`src/rtl/count_ctrl_pkg.sv`:
```
// Shared types for the count_ctrl run-control stage:
// FSM state encoding and run-mode encoding.
package count_ctrl_pkg;

    typedef enum logic [1:0] {
        IDLE = 2'd0,
        RUN  = 2'd1,
        STEP = 2'd2
    } state_t;

    typedef enum logic {
        FREE_RUN = 1'b0,
        ONE_SHOT = 1'b1
    } mode_t;

endpackage

```
`src/rtl/count_ctrl_tick_prescaler.sv`:
```
// tick_prescaler: free-running divider that raises tick for one cycle
// every PRESCALE cycles.
// Ports: clock, reset (async active-low), clear (sync zero),
//        hold (freeze), tick (combinational, one cycle per wrap).
module tick_prescaler #(
    parameter int PRESCALE = 1
) (
    input  logic clock,
    input  logic reset,
    input  logic clear,
    input  logic hold,
    output logic tick
);

    localparam int PS_W = (PRESCALE > 1) ? $clog2(PRESCALE) : 1;
    localparam logic [PS_W-1:0] LAST = PS_W'(PRESCALE - 1);

    logic [PS_W-1:0] cnt;

    always_ff @(posedge clock or negedge reset) begin
        if (!reset) begin
            cnt <= '0;
        end else if (clear) begin
            cnt <= '0;
        end else if (!hold) begin
            cnt <= (cnt == LAST) ? '0 : cnt + 1'b1;
        end
    end

    // Tick is qualified so a cleared or held divider never fires.
    assign tick = !clear && !hold && (cnt == LAST);

endmodule

```
`src/rtl/count_ctrl.sv`:
```
// count_ctrl: run-control stage driving the downstream counter enable.
// Ports: clock, reset (async active-low), start/stop/step commands,
//        mode (0 free-run, 1 one-shot), target (one-shot pulse count),
//        enable/busy/done (registered outputs).
// Optional: COUNT_CTRL_PAUSE_EN adds input pause (freezes a run).
module count_ctrl
    import count_ctrl_pkg::*;
#(
    parameter int WIDTH    = 4,
    parameter int PRESCALE = 1
) (
    input  logic             clock,
    input  logic             reset,
    input  logic             start,
    input  logic             stop,
    input  logic             step,
    input  logic             mode,
    input  logic [WIDTH-1:0] target,
`ifdef COUNT_CTRL_PAUSE_EN
    input  logic             pause,
`endif
    output logic             enable,
    output logic             busy,
    output logic             done
);

    state_t           state, state_n;
    mode_t            mode_q, mode_n;
    logic [WIDTH-1:0] target_q, target_n;
    logic [WIDTH-1:0] pcnt, pcnt_n;
    logic             tick;
    logic             paused;
    logic             complete;
    logic             ps_clear;
    logic             enable_n, done_n, busy_n;

`ifdef COUNT_CTRL_PAUSE_EN
    assign paused = (state == RUN) && pause;
`else
    assign paused = 1'b0;
`endif

    // Outside RUN the divider sits at zero, so a new run always
    // waits a full PRESCALE period before its first pulse.
    assign ps_clear = (state != RUN);

    assign complete = (state == RUN) && (mode_q == ONE_SHOT)
                   && (pcnt == target_q);

    tick_prescaler #(
        .PRESCALE(PRESCALE)
    ) u_ps (
        .clock(clock),
        .reset(reset),
        .clear(ps_clear),
        .hold (paused),
        .tick (tick)
    );

    always_ff @(posedge clock or negedge reset) begin
        if (!reset) begin
            state    <= IDLE;
            mode_q   <= FREE_RUN;
            target_q <= '0;
            pcnt     <= '0;
            enable   <= 1'b0;
            busy     <= 1'b0;
            done     <= 1'b0;
        end else begin
            state    <= state_n;
            mode_q   <= mode_n;
            target_q <= target_n;
            pcnt     <= pcnt_n;
            enable   <= enable_n;
            busy     <= busy_n;
            done     <= done_n;
        end
    end

    always_comb begin
        state_n  = state;
        mode_n   = mode_q;
        target_n = target_q;
        pcnt_n   = pcnt;
        unique case (state)
            IDLE: begin
                if (stop) begin
                    state_n = IDLE;
                end else if (start) begin
                    state_n  = RUN;
                    mode_n   = mode_t'(mode);
                    target_n = target;
                    pcnt_n   = '0;
                end else if (step) begin
                    state_n = STEP;
                end
            end
            RUN: begin
                if (stop) begin
                    state_n = IDLE;
                end else if (paused) begin
                    state_n = RUN;
                end else if (complete) begin
                    state_n = IDLE;
                end else if (tick && (mode_q == ONE_SHOT)) begin
                    pcnt_n = pcnt + 1'b1;
                end
            end
            STEP: begin
                state_n = IDLE;
            end
            default: begin
                state_n = IDLE;
            end
        endcase
    end

    always_comb begin
        enable_n = 1'b0;
        done_n   = 1'b0;
        unique case (state)
            RUN: begin
                if (!stop && !paused) begin
                    if (complete) begin
                        done_n = 1'b1;
                    end else begin
                        enable_n = tick;
                    end
                end
            end
            STEP: begin
                enable_n = !stop;
            end
            default: begin
                enable_n = 1'b0;
            end
        endcase
        busy_n = (state_n == RUN) || (state_n == STEP);
    end

endmodule

```
`config.mk`:
```
export PLATFORM = sky130hd
export DESIGN_NAME = count_ctrl
export DESIGN_NICKNAME = d
export VERILOG_FILES = /design/src/rtl/count_ctrl_pkg.sv /design/src/rtl/count_ctrl_tick_prescaler.sv /design/src/rtl/count_ctrl.sv
export SDC_FILE = /design/constraint.sdc
export NUM_CORES = 1
export LEC_CHECK = 0
export CORE_MARGIN = 2
export CORE_UTILIZATION = 41
export DETAILED_ROUTE_END_ITERATION = 12
export PLACE_DENSITY = 0.61
export SETUP_SLACK_MARGIN = 0.05
export SYNTH_ARGS = -nofsm -noshare
export SYNTH_HDL_FRONTEND = slang
export SYNTH_SLANG_ARGS = --single-unit
```
`constraint.sdc`:
```
create_clock -name clock -period 5.7 [get_ports clock]
set_clock_uncertainty 0.15 [all_clocks]
set_input_delay 1.71 -clock clock [delete_from_list [all_inputs] [get_ports clock]]
set_output_delay 1.71 -clock clock [all_outputs]
set_load 0.005 [all_outputs]
```
==> summary.md, run 1 <==
| Metric | Value |
|---|---|
| Final hold slack | 389 ps |
| Synth area leaders | dfrtp_1 (43%), mux2_2 (8.2%), ha_1 (6.1%), xnor2_1 (4.3%), a21oi_1 (3.7%) |
| TritonCTS Buffers | 3 |
| Share of layout cells above drive strength 1 | 0.134 |
| Net Switching | 0.0747 mW |
| Setup TNS | 0 ps |
| Area Overhead vs Synth | 22.3% |
| Ports | 13 |
| Max_slew headroom | 0.575 |
| Initial DRC count | 10 |
| Hold Violations, Final | 0 |
| R2R depth | 7 |
| Cell with the most instances after synthesis | dfrtp_1 |
| Mapped cell area | 821 um^2 |
| Number of remaining DRC errors | 0 |
| Async set-or-reset flop fraction in the synthesized netlist | 1.00 |
| Wire per inst | 12.8 um |
| FF-to-FF End | busy |
| Hold buffers post-CTS | 0 |
| Critical path fanouts, max | 8 |
| Initial antenna violation count | 0 |
| Clock latency on the worst-skew pair | roughly 280 ps |
| Clock slew at reported path FFs | approximately 90 ps |
| Reg-to-Reg Start | state[1] |
| Top FF cell, synth | dfrtp_1 |
| Reg power frac | 0.463 |
| Routability congestion estimate | approximately 0.8 |
| Switching Share | 0.284 |
| Die W | 48.7 um |
| Worst setup SP type | input port |
| Final setup viols | 0 |
| CTS resizes | 0 |
| Fmax | 0.308 GHz |
| H-tree levels | 1 |
| Gr ovfl total | 0 |
| Final wirelength | 1580 um |
| Design Power | 0.263 mW |
| Hold WC Path Type | flop to flop |
| Post-Layout Inst Area | 1000 um^2 |
| Row cnt | 16 |
| Vias in the first global route | 665 |
| Mean Syn Cell Area | 9.89 um^2 |
| Yosys reg bits | 14 |
| PnR worst setup slack | roughly 2400 ps |
| PwrDens | 262 nW/um^2 |
| P_int | 0.188 mW |
| Synth unique cells | 33 |
| Min-Delay Path Depth | 1 |
| Final period util | 0.570 |
| Pre-CTS WS | 2150 ps |
| Outcome | completed |
| Number of flops mapped to enable cells by yosys | 0 |
| Area leader, netlist | dfrtp_1 |
| Commonest cells in the netlist | dfrtp_1 (14), a21oi_1 (6), inv_1 (6), mux2_2 (6), nand2_1 (6) |
| Layout Nets | 112 |
| First-pass GRT wire length | 2900 um |
| CP endpoint kind | flop |
| Height of the die | 48.7 um |
| Antenna Nets Post-Route | 0 |
| Yosys warning total | 0 |
| Diodes inserted | 0 |
| Hold Path Origin | target_q[3] |
| CTS tree | built |
| Slew @ Worst Pin | 636 ps |
| WP data required | about 5700 ps |
| Logic pwr share | 0.268 |
| Max Cap Violations | 0 |
| Mapped Nets | 97 |
| Placed Area | about 970 um^2 |
| Unrepaired setup endpoints after global routing | false |
| Clk pwr share | 0.268 |
| Tot GR Track Use | 0.157 |
| Tmin final | 3250 ps |
| Core area | 1920 um^2 |
| WHS Endpoint | target_q[3] |
| Total iterations of the first detailed-routing run | 6 |
| Post-DR vias/cell | ~5.4 |
| Largest net degree at the start of global routing | 15 |
| Slew Limit Fails | 0 |
| VDD IR-drop max | roughly 0.20 mV |
| Setup slack, reg-to-reg | 3600 ps |
| Seq/Total Area, Yosys | 0.427 |
| Critical path type | input port to flop |
| Hpwl dp | around 1200 um |
| Vias | 674 |
| Mapped Cells | between 80 and 90 |
| Maximum clock path buffer count | 2 |
| Share of the synthesized area in the top cell type | 0.427 |
| Port buffer count | 12 |
| Leakage | 0.415 nW |
| Die footprint | 2380 um^2 |
| Clock Tree Root | clkbuf_4 |
| Initial Util | 0.427 |
| # Post-CTS Setup Buffers | 0 |
| TritonCTS Sinks | 14 |
| Critical path arrival | 3280 ps |
==> registers in the layout, indices dropped and copies added, names as in the netlist <==
signal / cells
target_q: 4
state: 2
busy: 1
pcnt: 4
done: 1
enable: 1
mode_q: 1
==> power by group through the flow <==
| stage | Combinational, mW | Clock [mW] | Sequential [mW] |
|---|---|---|---|
| after detailed placement | 0.0710 | 0 | 0.124 |
| after global placement | 0.0689 | 0 | 0.124 |
| after CTS | 0.0716 | 0.0726 | 0.122 |
| after global routing | 0.0807 | 0.0776 | 0.124 |
| final | 0.0705 | 0.0705 | 0.122 |
| after floorplan | 0.0488 | 0 | 0.122 |
==> cells in the final DEF (no fill, tap or decap), drive strengths merged, types with 2 or more instances in the layout <==
cell / netlist / final
o21ai: 4 / 4
ha: 4 / 4
or3: 2 / 2
nand2: 6 / 6
a21oi: 6 / 6
nor2: 3 / 3
clkdlybuf4s50: 0 / 12
nor2b: 3 / 3
inv: 6 / 6
a21o: 2 / 2
xnor2: 4 / 4
clkbuf: 2 / 4
dfrtp: 14 / 14
nand4: 2 / 2
nor3: 2 / 2
mux2: 6 / 6
==> layout make-up <==
cell class                 count  area (um^2)
inverter                       6         22.5
fill                         197          918
sequential                    14          350
multi-input combinational     61          440
timing repair buffer          12          120
clock buffer                   4         36.3
tap                           27         33.8
==> how the worst max path moves through the flow <==
stage	start	to	slack (ps)	cells past startpoint
6_report	start	busy	2450	6
5_1_grt	start	busy	2320	6
4_1_cts	start	busy	2450	6
3_5_place_dp	start	busy	2150	6
3_3_place_gp	start	busy	2190	6
2_1_floorplan	step	busy	2740	5
==> cells by family (layout without fill, tap and decap cells) <==
logic type | Yosys count | after routing | synth area share
buffers and inverters | 8 | 22 | 0.0366
flip-flops | 14 | 14 | 0.427
AO/OA/AOI/OAI | 19 | 19 | 0.151
XOR/XNOR | 5 | 5 | 0.0534
AND/OR/NAND/NOR | 27 | 27 | 0.189
multiplexers | 6 | 6 | 0.0823
adder cells (fa/ha/maj) | 4 | 4 | 0.0610
==> per-stage QoR <==
step	std cells	utilization
2_1_floorplan	83	-
3_3_place_gp	120	0.503
3_5_place_dp	120	0.503
4_1_cts	124	0.522
5_1_grt	124	0.522
6_report	124	0.522
==> critical path, cell delays in order <==
cell and delay (ps):
clkdlybuf4s50_1 520, or3b_1 390, a31o_1 230, o211ai_1 90, o21ai_1 90, a32o_1 250
==> routing by layer <==
metal | wire length [um] | track usage
met5 | 0 | 0
met4 | 29 | 0.0857
met3 | 69 | 0.0185
met2 | 778 | 0.260
met1 | 703 | 0.198
Note: power is estimated with default switching activity, not from simulation.
==> inputs of run 2 (changes only) <==
==> constraint.sdc (replaced) <==
create_clock -name clock -period 3.3 [get_ports clock]
set_clock_uncertainty 0.15 [all_clocks]
set_input_delay 0.99 -clock clock [delete_from_list [all_inputs] [get_ports clock]]
set_output_delay 0.99 -clock clock [all_outputs]
set_load 0.005 [all_outputs]
==> results of run 2 <==
The final DEF is identical to that of run 1. Status: completed.
Among the figures that moved: setup slack after placement 2150 ps -> 474 ps; setup slack after layout 2450 ps -> 769 ps; register-to-register setup slack 3600 ps -> 1200 ps; total power 0.263 mW -> 0.454 mW; worst IR drop on VDD 0.200 mV -> 0.345 mV
==> inputs of run 3 (changes only) <==
==> constraint.sdc (replaced) <==
create_clock -name clock -period 2.55 [get_ports clock]
set_clock_uncertainty 0.15 [all_clocks]
set_input_delay 0.765 -clock clock [delete_from_list [all_inputs] [get_ports clock]]
set_output_delay 0.765 -clock clock [all_outputs]
set_load 0.005 [all_outputs]
==> summary.md, run 3 (same netlist as run 1, synthesis figures left out) <==
| Metric | Value |
|---|---|
| PnR worst setup slack | ~320 ps |
| Critical path arrival | between 2000 and 2500 ps |
| TritonCTS Sinks | 14 (unchanged) |
| Hpwl dp | 1170 um (+1.2%) |
| Max Cap Violations | 0 (unchanged) |
| Post-Layout Inst Area | 1020 um^2 (+1.5%) |
| Unrepaired setup endpoints after global routing | false |
| CTS resizes | 0 (unchanged) |
| Critical path type | input port to flop |
| Area Overhead vs Synth | 24.1% |
| Total iterations of the first detailed-routing run | 4 (-2) |
| Worst-path cell chain | clkdlybuf4s50_1 > buf_4 > and4_2 > a311oi_1 > o211ai_1 > o21ai_1 > a32o_1 |
| PwrDens | just under 600 nW/um^2 |
| Hold Violations, Final | 0 (unchanged) |
| Vias | 662 (-1.8%) |
| Tmin final | 2230 ps |
| Design Power | roughly 0.59 mW |
| Largest net degree at the start of global routing | 15 (unchanged) |
| Hold buffers post-CTS | 0 (unchanged) |
| Ports | 13 (unchanged) |
| Max_slew headroom | 0.570 (-0.00524) |
| Clock Tree Root | clkbuf_4 |
| Critical path fanouts, max | 7 (-1) |
| Post-Place Cells | 122 (+1.7%) |
| H-tree levels | 1 (unchanged) |
| Fmax | ~0.45 GHz |
| Leakage | 0.425 nW (+2.3%) |
| CTS tree | built |
| Most common cell after layout, fill and taps aside | dfrtp_1 |
| Layout Nets | 114 (+1.8%) |
| Slew @ Worst Pin | 644 ps (+7.84 ps) |
| Vias in the first global route | 657 (-1.2%) |
| CP max stage cell | clkdlybuf4s50_1 |
| Maximum clock path buffer count | 2 (unchanged) |
| Initial Util | 0.427 (unchanged) |
| Number of remaining DRC errors | 0 (unchanged) |
| Final core utilization | 0.530 (+0.00781) |
| Initial DRC count | 8 (-2) |
| WP data required | 2620 ps |
| Biggest regs | pcnt: 4 flops, target_q: 4 flops, state: 2 flops |
| Crit-path max cell delay | 420 ps (-100 ps) |
| Die W | 48.7 um (unchanged) |
| Clock slew at reported path FFs | 80 ps (about the same) |
| Placed Area | 982 um^2 (+1.6%) |
| Initial antenna violation count | 0 (unchanged) |
| Hold WC Path Type | flop to flop |
| # Post-CTS Setup Buffers | 0 (unchanged) |
| TritonCTS Buffers | 3 (unchanged) |
| VDD IR-drop max | slightly above 0.3 mV |
| Setup TNS | 0 ps (unchanged) |
| Final hold slack | 383 ps (-5.38 ps) |
| Pre-CTS WS | 40.1 ps |
| Fin cells | 126 (+1.6%) |
| First-pass GRT wire length | 2810 um (-3.3%) |
| Share of layout cells above drive strength 1 | 0.152 (+0.0175) |
| Core area | 1920 um^2 (unchanged) |
| Final setup viols | 0 (unchanged) |
| Final period util | 0.875 |
| Antenna Nets Post-Route | 0 (unchanged) |
| Wire per inst | 12.4 um (-3.1%) |
| Outcome | completed |
| Clock latency on the worst-skew pair | 280 ps (about the same) |
| Tot GR Track Use | 0.152 (-0.00517) |
| Height of the die | 48.7 um (unchanged) |
| Row cnt | 16 (unchanged) |
| Final wirelength | 1560 um (-1.5%) |
| Slew Limit Fails | 0 (unchanged) |
| Worst setup SP type | input port |
| Die footprint | 2380 um^2 (unchanged) |
| Port buffer count | 12 (unchanged) |
| Routability congestion estimate | 0.781 (about the same) |
| Diodes inserted | 0 (unchanged) |
| Most frequent cells in the layout | dfrtp_1 (14), clkdlybuf4s50_1 (12) |
| Gr ovfl total | 0 (unchanged) |
| Post-DR vias/cell | 5.25 (-3.3%) |
| CP endpoint kind | flop |
[run 3: cell type report]
class / instances / area [um^2]
Clock buffer: 4 / 36.3
Multi-Input combinational cell: 61 / 440
Sequential cell: 14 / 350
Tap cell: 27 / 33.8
Timing Repair Buffer: 14 / 135
Inverter: 6 / 22.5
Fill cell: 197 / 903
[run 3: worst paths after layout]
path | startpoint | end | slack (ps) | cells past startpoint
min | target_q[1] | target_q[1] | 380 | 1
max in group asynchronous | reset | state[0] | 1110 | 1
max | start | busy | 320 | 7
max reg2reg | state[1] | busy | 450 | 7
min reg2reg | target_q[1] | target_q[1] | 380 | 1
min in group asynchronous | reset | target_q[1] | 730 | 1
[run 3: power by group]
part,leakage [nW],internal [mW],switching [mW]
registers,0.182,0.250,0.0218
logic,0.222,0.0854,0.0738
clock network,0.0210,0.0868,0.0694
[run 3: critical path: cells and delay by family]
| kind | cells | cell delay, ps |
|---|---|---|
| AOI/OAI and AO/OA | 4 | 720 |
| buffers and inverters | 2 | 590 |
| and+or+nand+nor | 1 | 210 |
[run 3: routing by layer]
metal	vias to the layer above	track usage	share of wire
met5	-	0	0
met4	0	0.0857	0.014
met3	4	0.0216	0.030
met2	10	0.249	0.48
met1	317	0.191	0.47
li1	331	-	-
==> RTL edit 1: new RTL, settings of run 2 <==
The output `busy` loses its register stage (`busy` becomes a continuous assignment). Comments in the files are not updated.
--- a/src/rtl/count_ctrl.sv
+++ b/src/rtl/count_ctrl.sv
@@ -64,7 +64,6 @@
             target_q <= '0;
             pcnt     <= '0;
             enable   <= 1'b0;
-            busy     <= 1'b0;
             done     <= 1'b0;
         end else begin
             state    <= state_n;
@@ -72,10 +71,11 @@
             target_q <= target_n;
             pcnt     <= pcnt_n;
             enable   <= enable_n;
-            busy     <= busy_n;
             done     <= done_n;
         end
     end
+
+    assign busy = busy_n;
 
     always_comb begin
         state_n  = state;
Behaviour: not the same (Yosys sat finds a counterexample within 4 cycles, from zero or initial values and one cycle with reset low).
==> RTL edit 1 against run 2 <==
The run now ends with setup timing left; setup slack got worse by 0.82 ns; highest routed layer unchanged; global-route usage grew 3.6 points; wire length rose by 10%; worst hold slack gained 0.0035 ns; via count rose by 0.89%; area after synthesis is 2.9% lower; sequential cell count is 1 lower; power down 6.1%; count of clock-buffer cells in the layout stayed put; sequential power fell by 7%; design area up 4.1%; core utilization rose by 6.4 points; combinational power is 9% higher.
==> RTL edit 1: results (changes against run 2) <==
Status: finished, violations left (was completed)
Failing checks: setup timing
Setup violators final: 1 (was 0)
Routed wire per std cell: 13.2 µm (was 12.8 µm)
Worst hold path depth: 1 (unchanged)
Peak supply drop: 0.252 mV (was 0.345 mV)
R2R Setup Slk: 1.32 ns (was 1.20 ns)
Global-route wire length before repair: 2970 µm (was 2900 µm)
Largest net degree at the start of global routing: 14 (was 15)
Share of cells above drive strength 1: 23.4% (was 13.4%)
Worst r2r dst: pcnt[0]$_DFFE_PN0P_ (was busy$_DFF_PN0_)
Slowest stage cell, crit path: or3b_1 (was clkdlybuf4s50_1)
R2r startpoint: state[0]$_DFF_PN0_ (was state[1]$_DFF_PN0_)
Max incr delay on CP: 0.37 ns (was 0.52 ns)
Overall Global Routing Usage: 19.2% (was 15.7%)
Routed vias/inst: 5.15 (was 5.44)
Final WS setup: -0.0464 ns (was 0.769 ns)
RePlAce Congestion: 0.810 (was 0.782)
Critical Path AT: 2.21 ns (was 2.56 ns)
Register area share after synthesis: 40.8% (was 42.7%)
Yosys cell types: 32 (was 33)
Initial DRC count: 6 (was 10)
CTS Buf Count: 3 (unchanged)
Syn nets: 96 (was 97)
Synth area leaders: dfrtp_1 (41%), mux2_2 (8.5%), ha_1 (6.3%) (was dfrtp_1 (43%), mux2_2 (8.2%), ha_1 (6.1%))
CP Max Fanout: 5 (was 8)
DP HPWL: 1360 µm (was 1160 µm)
Vias in the first global route: 669 (was 665)
CTS clock-pin slew for the worst setup and hold paths: 0.08 ns
Leak: 0.462 nW (was 0.415 nW)
DRT Pass-1 Iters: 4 (was 6)
Final #Nets: 122 (was 112)
Synth top cells by count: dfrtp_1 (13), a21oi_1 (6), inv_1 (6), mux2_2 (6), nand2_1 (5) (was dfrtp_1 (14), a21oi_1 (6), inv_1 (6), mux2_2 (6), nand2_1 (6))
Worst Tran Pin Value: 0.590 ns (was 0.636 ns)
Setup TNS Final: -0.0464 ns (was 0 ns)
-- RTL edit 1: cell count changes after synthesis, sizes merged --
| cell | change |
|---|---|
| dfrtp | -1 |
| nand3 | +2 |
| nand2 | -1 |
| nand4 | -1 |
| a41oi | -1 |
| and3 | +1 |
-- RTL edit 1: through the flow --
step / cell area [µm²] / cells / setup slack [ns] / power, mW
3_5_place_dp: 1020 / 128 / -0.777 / 0.336
5_1_grt: 1040 / 132 / -0.115 / 0.460
2_1_floorplan: 797 / 82 / 0.176 / 0.277
3_3_place_gp: 1020 / 128 / -0.736 / 0.332
4_1_cts: 1040 / 132 / -0.0319 / 0.432
6_report: 1040 / 132 / -0.0464 / 0.426
-- RTL edit 1: what timing repair did --
action	in CTS	in global routing
pin swaps	3	0
endpoints found under the setup margin	1	1
hold endpoints to repair	0	0
resized for setup	14	1
-- RTL edit 1: how the worst max path moves through the flow --
| stage | from | to | slack (ns) | cells past startpoint |
|---|---|---|---|---|
| 2_1_floorplan | step | busy | 0.18 | 5 |
| 3_3_place_gp | step | busy | -0.74 | 7 |
| 3_5_place_dp | step | busy | -0.78 | 7 |
| 4_1_cts | start | busy | -0.03 | 7 |
| 5_1_grt | start | busy | -0.11 | 7 |
| 6_report | start | busy | -0.05 | 7 |
-- RTL edit 1: report_power, final --
| group | leakage (nW) | internal [mW] | switching [mW] |
|---|---|---|---|
| Clock | 0.0150 | 0.0468 | 0.0496 |
| Combinational | 0.278 | 0.0738 | 0.0597 |
| Sequential | 0.169 | 0.179 | 0.0175 |
| Total | 0.462 | 0.299 | 0.127 |
-- RTL edit 1: cell families after synthesis --
logic type	after synthesis	share of synthesized area (%)
simple gates	28	20.7
compound gates	18	14.4
flops	13	40.8
buf+inv	8	3.77
mux	6	8.48
xor+xnor	5	5.49
fa+ha+maj	4	6.28
-- RTL edit 1: layout make-up --
class	count	area [µm²]
Fill cell	172	738
Multi-Input combinational cell	61	442
Sequential cell	13	325
Timing Repair Buffer	23	198
Tap cell	25	31.3
Clock buffer	4	26.3
Inverter	6	22.5
-- RTL edit 1: worst reg2reg max path, delay by kind of cell, from the launching register on --
| family | cells | cell delay, ns |
|---|---|---|
| AOI/OAI and AO/OA | 2 | 0.39 |
| adders and majority gates | 1 | 0.24 |
| buffers and inverters | 2 | 0.24 |
| DFF | 1 | 0.45 |
| muxes | 1 | 0.26 |
| and+or+nand+nor | 1 | 0.15 |
-- RTL edit 1: routing by layer --
layer  GRT usage (%)  vias up  wire length [µm]
met5               0        -                 0
met4            4.86        0                12
met3            6.30        2                66
met2            32.8       14               867
met1            23.5      324               797
li1                -      340                 -
==> RTL edit 2: new RTL, flow settings as in run 2 <==
Made on the original files. `WIDTH`: 4 -> 3.
--- a/src/rtl/count_ctrl.sv
+++ b/src/rtl/count_ctrl.sv
@@ -6,7 +6,7 @@
 module count_ctrl
     import count_ctrl_pkg::*;
 #(
-    parameter int WIDTH    = 4,
+    parameter int WIDTH    = 3,
     parameter int PRESCALE = 1
 ) (
     input  logic             clock,
Ports: changed (resized target); port bits go from 13 to 12. No check against the original RTL was run, so the function may have changed too.
==> RTL edit 2 against run 2 <==
Power down 9.8%; area after synthesis down 16%; design area down 17%; register-to-register slack better by 0.03 ns; sequential power down 5%; setup slack better by 0.15 ns; sequential cell count down 2; wire length down 22%; critical path type unchanged; highest routed layer unchanged.
==> RTL edit 2: results (changes against run 2) <==
Synthesis Warnings: 0 (unchanged)
Top Registers: pcnt (3), target_q (3), state (2) (was pcnt (4), target_q (4), state (2))
DRT Pass-1 Iters: 4 (was 6)
Post-placement cell area: 815 µm² (was 967 µm²)
Yosys cell types: 27 (was 33)
GR Util met3: 5.20% (was 1.85%)
Leak: 0.361 nW (was 0.415 nW)
Syn nets: 79 (was 97)
Global-route wire length before repair: 2130 µm (was 2900 µm)
Register area share after synthesis: 43.3% (was 42.7%)
Met1 Resource Use GR: 20.2% (was 19.8%)
PortBufs: 11 (was 12)
Root Buffer: clkbuf_4 (unchanged)
Final non-filler cell total: 94 (was 124)
Met2 usage: 20.6% (was 26.0%)
Place WS: 0.650 ns (was 0.474 ns)
Overall Global Routing Usage: 15.0% (was 15.7%)
CTS clock-pin slew for the worst setup and hold paths: 0.08 ns
H-tree Lvls: 1 (unchanged)
FILL cells: 158 (was 197)
Synth area leaders: dfrtp_1 (43%), ha_1 (7.2%), mux2_2 (6.5%) (was dfrtp_1 (43%), mux2_2 (8.2%), ha_1 (6.1%))
Antenna diode count: 0 (unchanged)
DP HPWL: 916 µm (was 1160 µm)
Initial antenna violation count: 0 (unchanged)
Inst Count DP: 91 (was 120)
Later-pin clock latency in the skew report: 0.27 ns
Status: completed (unchanged)
Routed vias/inst: 5.77 (was 5.44)
Routed WL: 1230 µm (was 1580 µm)
Share of the synthesized area in the top cell type: 43.3% (was 42.7%)
Slew HR: 65.2% (was 57.5%)
Initial DRC count: 11 (was 10)
Share of cells above drive strength 1: 11.5% (was 13.4%)
Final #Nets: 93 (was 112)
Vias in the first global route: 496 (was 665)
CTS resizes: 0 (unchanged)
Synth top cells by count: dfrtp_1 (12), o21ai_0 (5) (was dfrtp_1 (14), a21oi_1 (6), inv_1 (6), mux2_2 (6), nand2_1 (6))
Clk buf depth: 2 (unchanged)
Peak supply drop: 0.240 mV (was 0.345 mV)
Largest net degree at the start of global routing: 13 (was 15)
CP Max Fanout: 9 (was 8)
CTS Buf Count: 3 (unchanged)
Total setup buffers inserted after CTS: 0 (unchanged)
Post-synthesis async set-or-reset flop share: 100% (unchanged)
Synthesis-to-layout area growth: 20.8% (was 22.3%)
RePlAce Congestion: 0.743 (was 0.782)
Type of the worst min-delay path: flop to flop (unchanged)
Mapped Avg Cell Area: 10.5 µm² (was 9.89 µm²)
## RTL edit 2: logic make-up after synthesis
family,count (synthesis),synth area share [%]
compound gates,15,15.3
xor+xnor,3,3.79
fa+ha+maj,4,7.22
buf+inv,6,3.43
flops,12,43.3
mux,4,6.50
simple gates,22,20.4
## RTL edit 2: power breakdown
part	leakage (nW)	switching (mW)	internal, mW
combinational	0.192	0.0584	0.0605
clock	0.0138	0.0479	0.0422
sequential	0.155	0.0253	0.175
## RTL edit 2: layout make-up
type / instances / area share, %
well taps: 16 / 2.39
inverters: 4 / 1.79
repair buffers: 11 / 13.2
multi-input cells: 48 / 44.1
flip-flops and latches: 12 / 35.9
clock buffers: 3 / 2.69
## RTL edit 2: worst max-delay path, stage by stage
cell	delay, ns
clkdlybuf4s50_1	0.64
and3b_1	0.30
o21ai_0	0.21
nor4_1	0.07
nor4_1	0.19
## RTL edit 2: metal layers
| metal | up-vias | share of wire [%] |
|---|---|---|
| li1 | 262 | - |
| met1 | 254 | 48 |
| met2 | 24 | 43 |
| met3 | 2 | 8.0 |
| met4 | 0 | 0.90 |
| met5 | - | 0 |
## RTL edit 2: final timing paths
kind	depth (start not counted)	end	slack (ns)	from
worst min register to register	1	target_q[0]$_DFFE_PN0P_	0.38	target_q[0]$_DFFE_PN0P_
max in group asynchronous	1	target_q[2]$_DFFE_PN0P_	1.74	reset
worst max register to register	6	busy$_DFF_PN0_	1.23	state[1]$_DFF_PN0_
min in group asynchronous	1	busy$_DFF_PN0_	0.91	reset
worst min-delay path	1	target_q[0]$_DFFE_PN0P_	0.38	target_q[0]$_DFFE_PN0P_
worst max-delay path	5	busy$_DFF_PN0_	0.92	stop
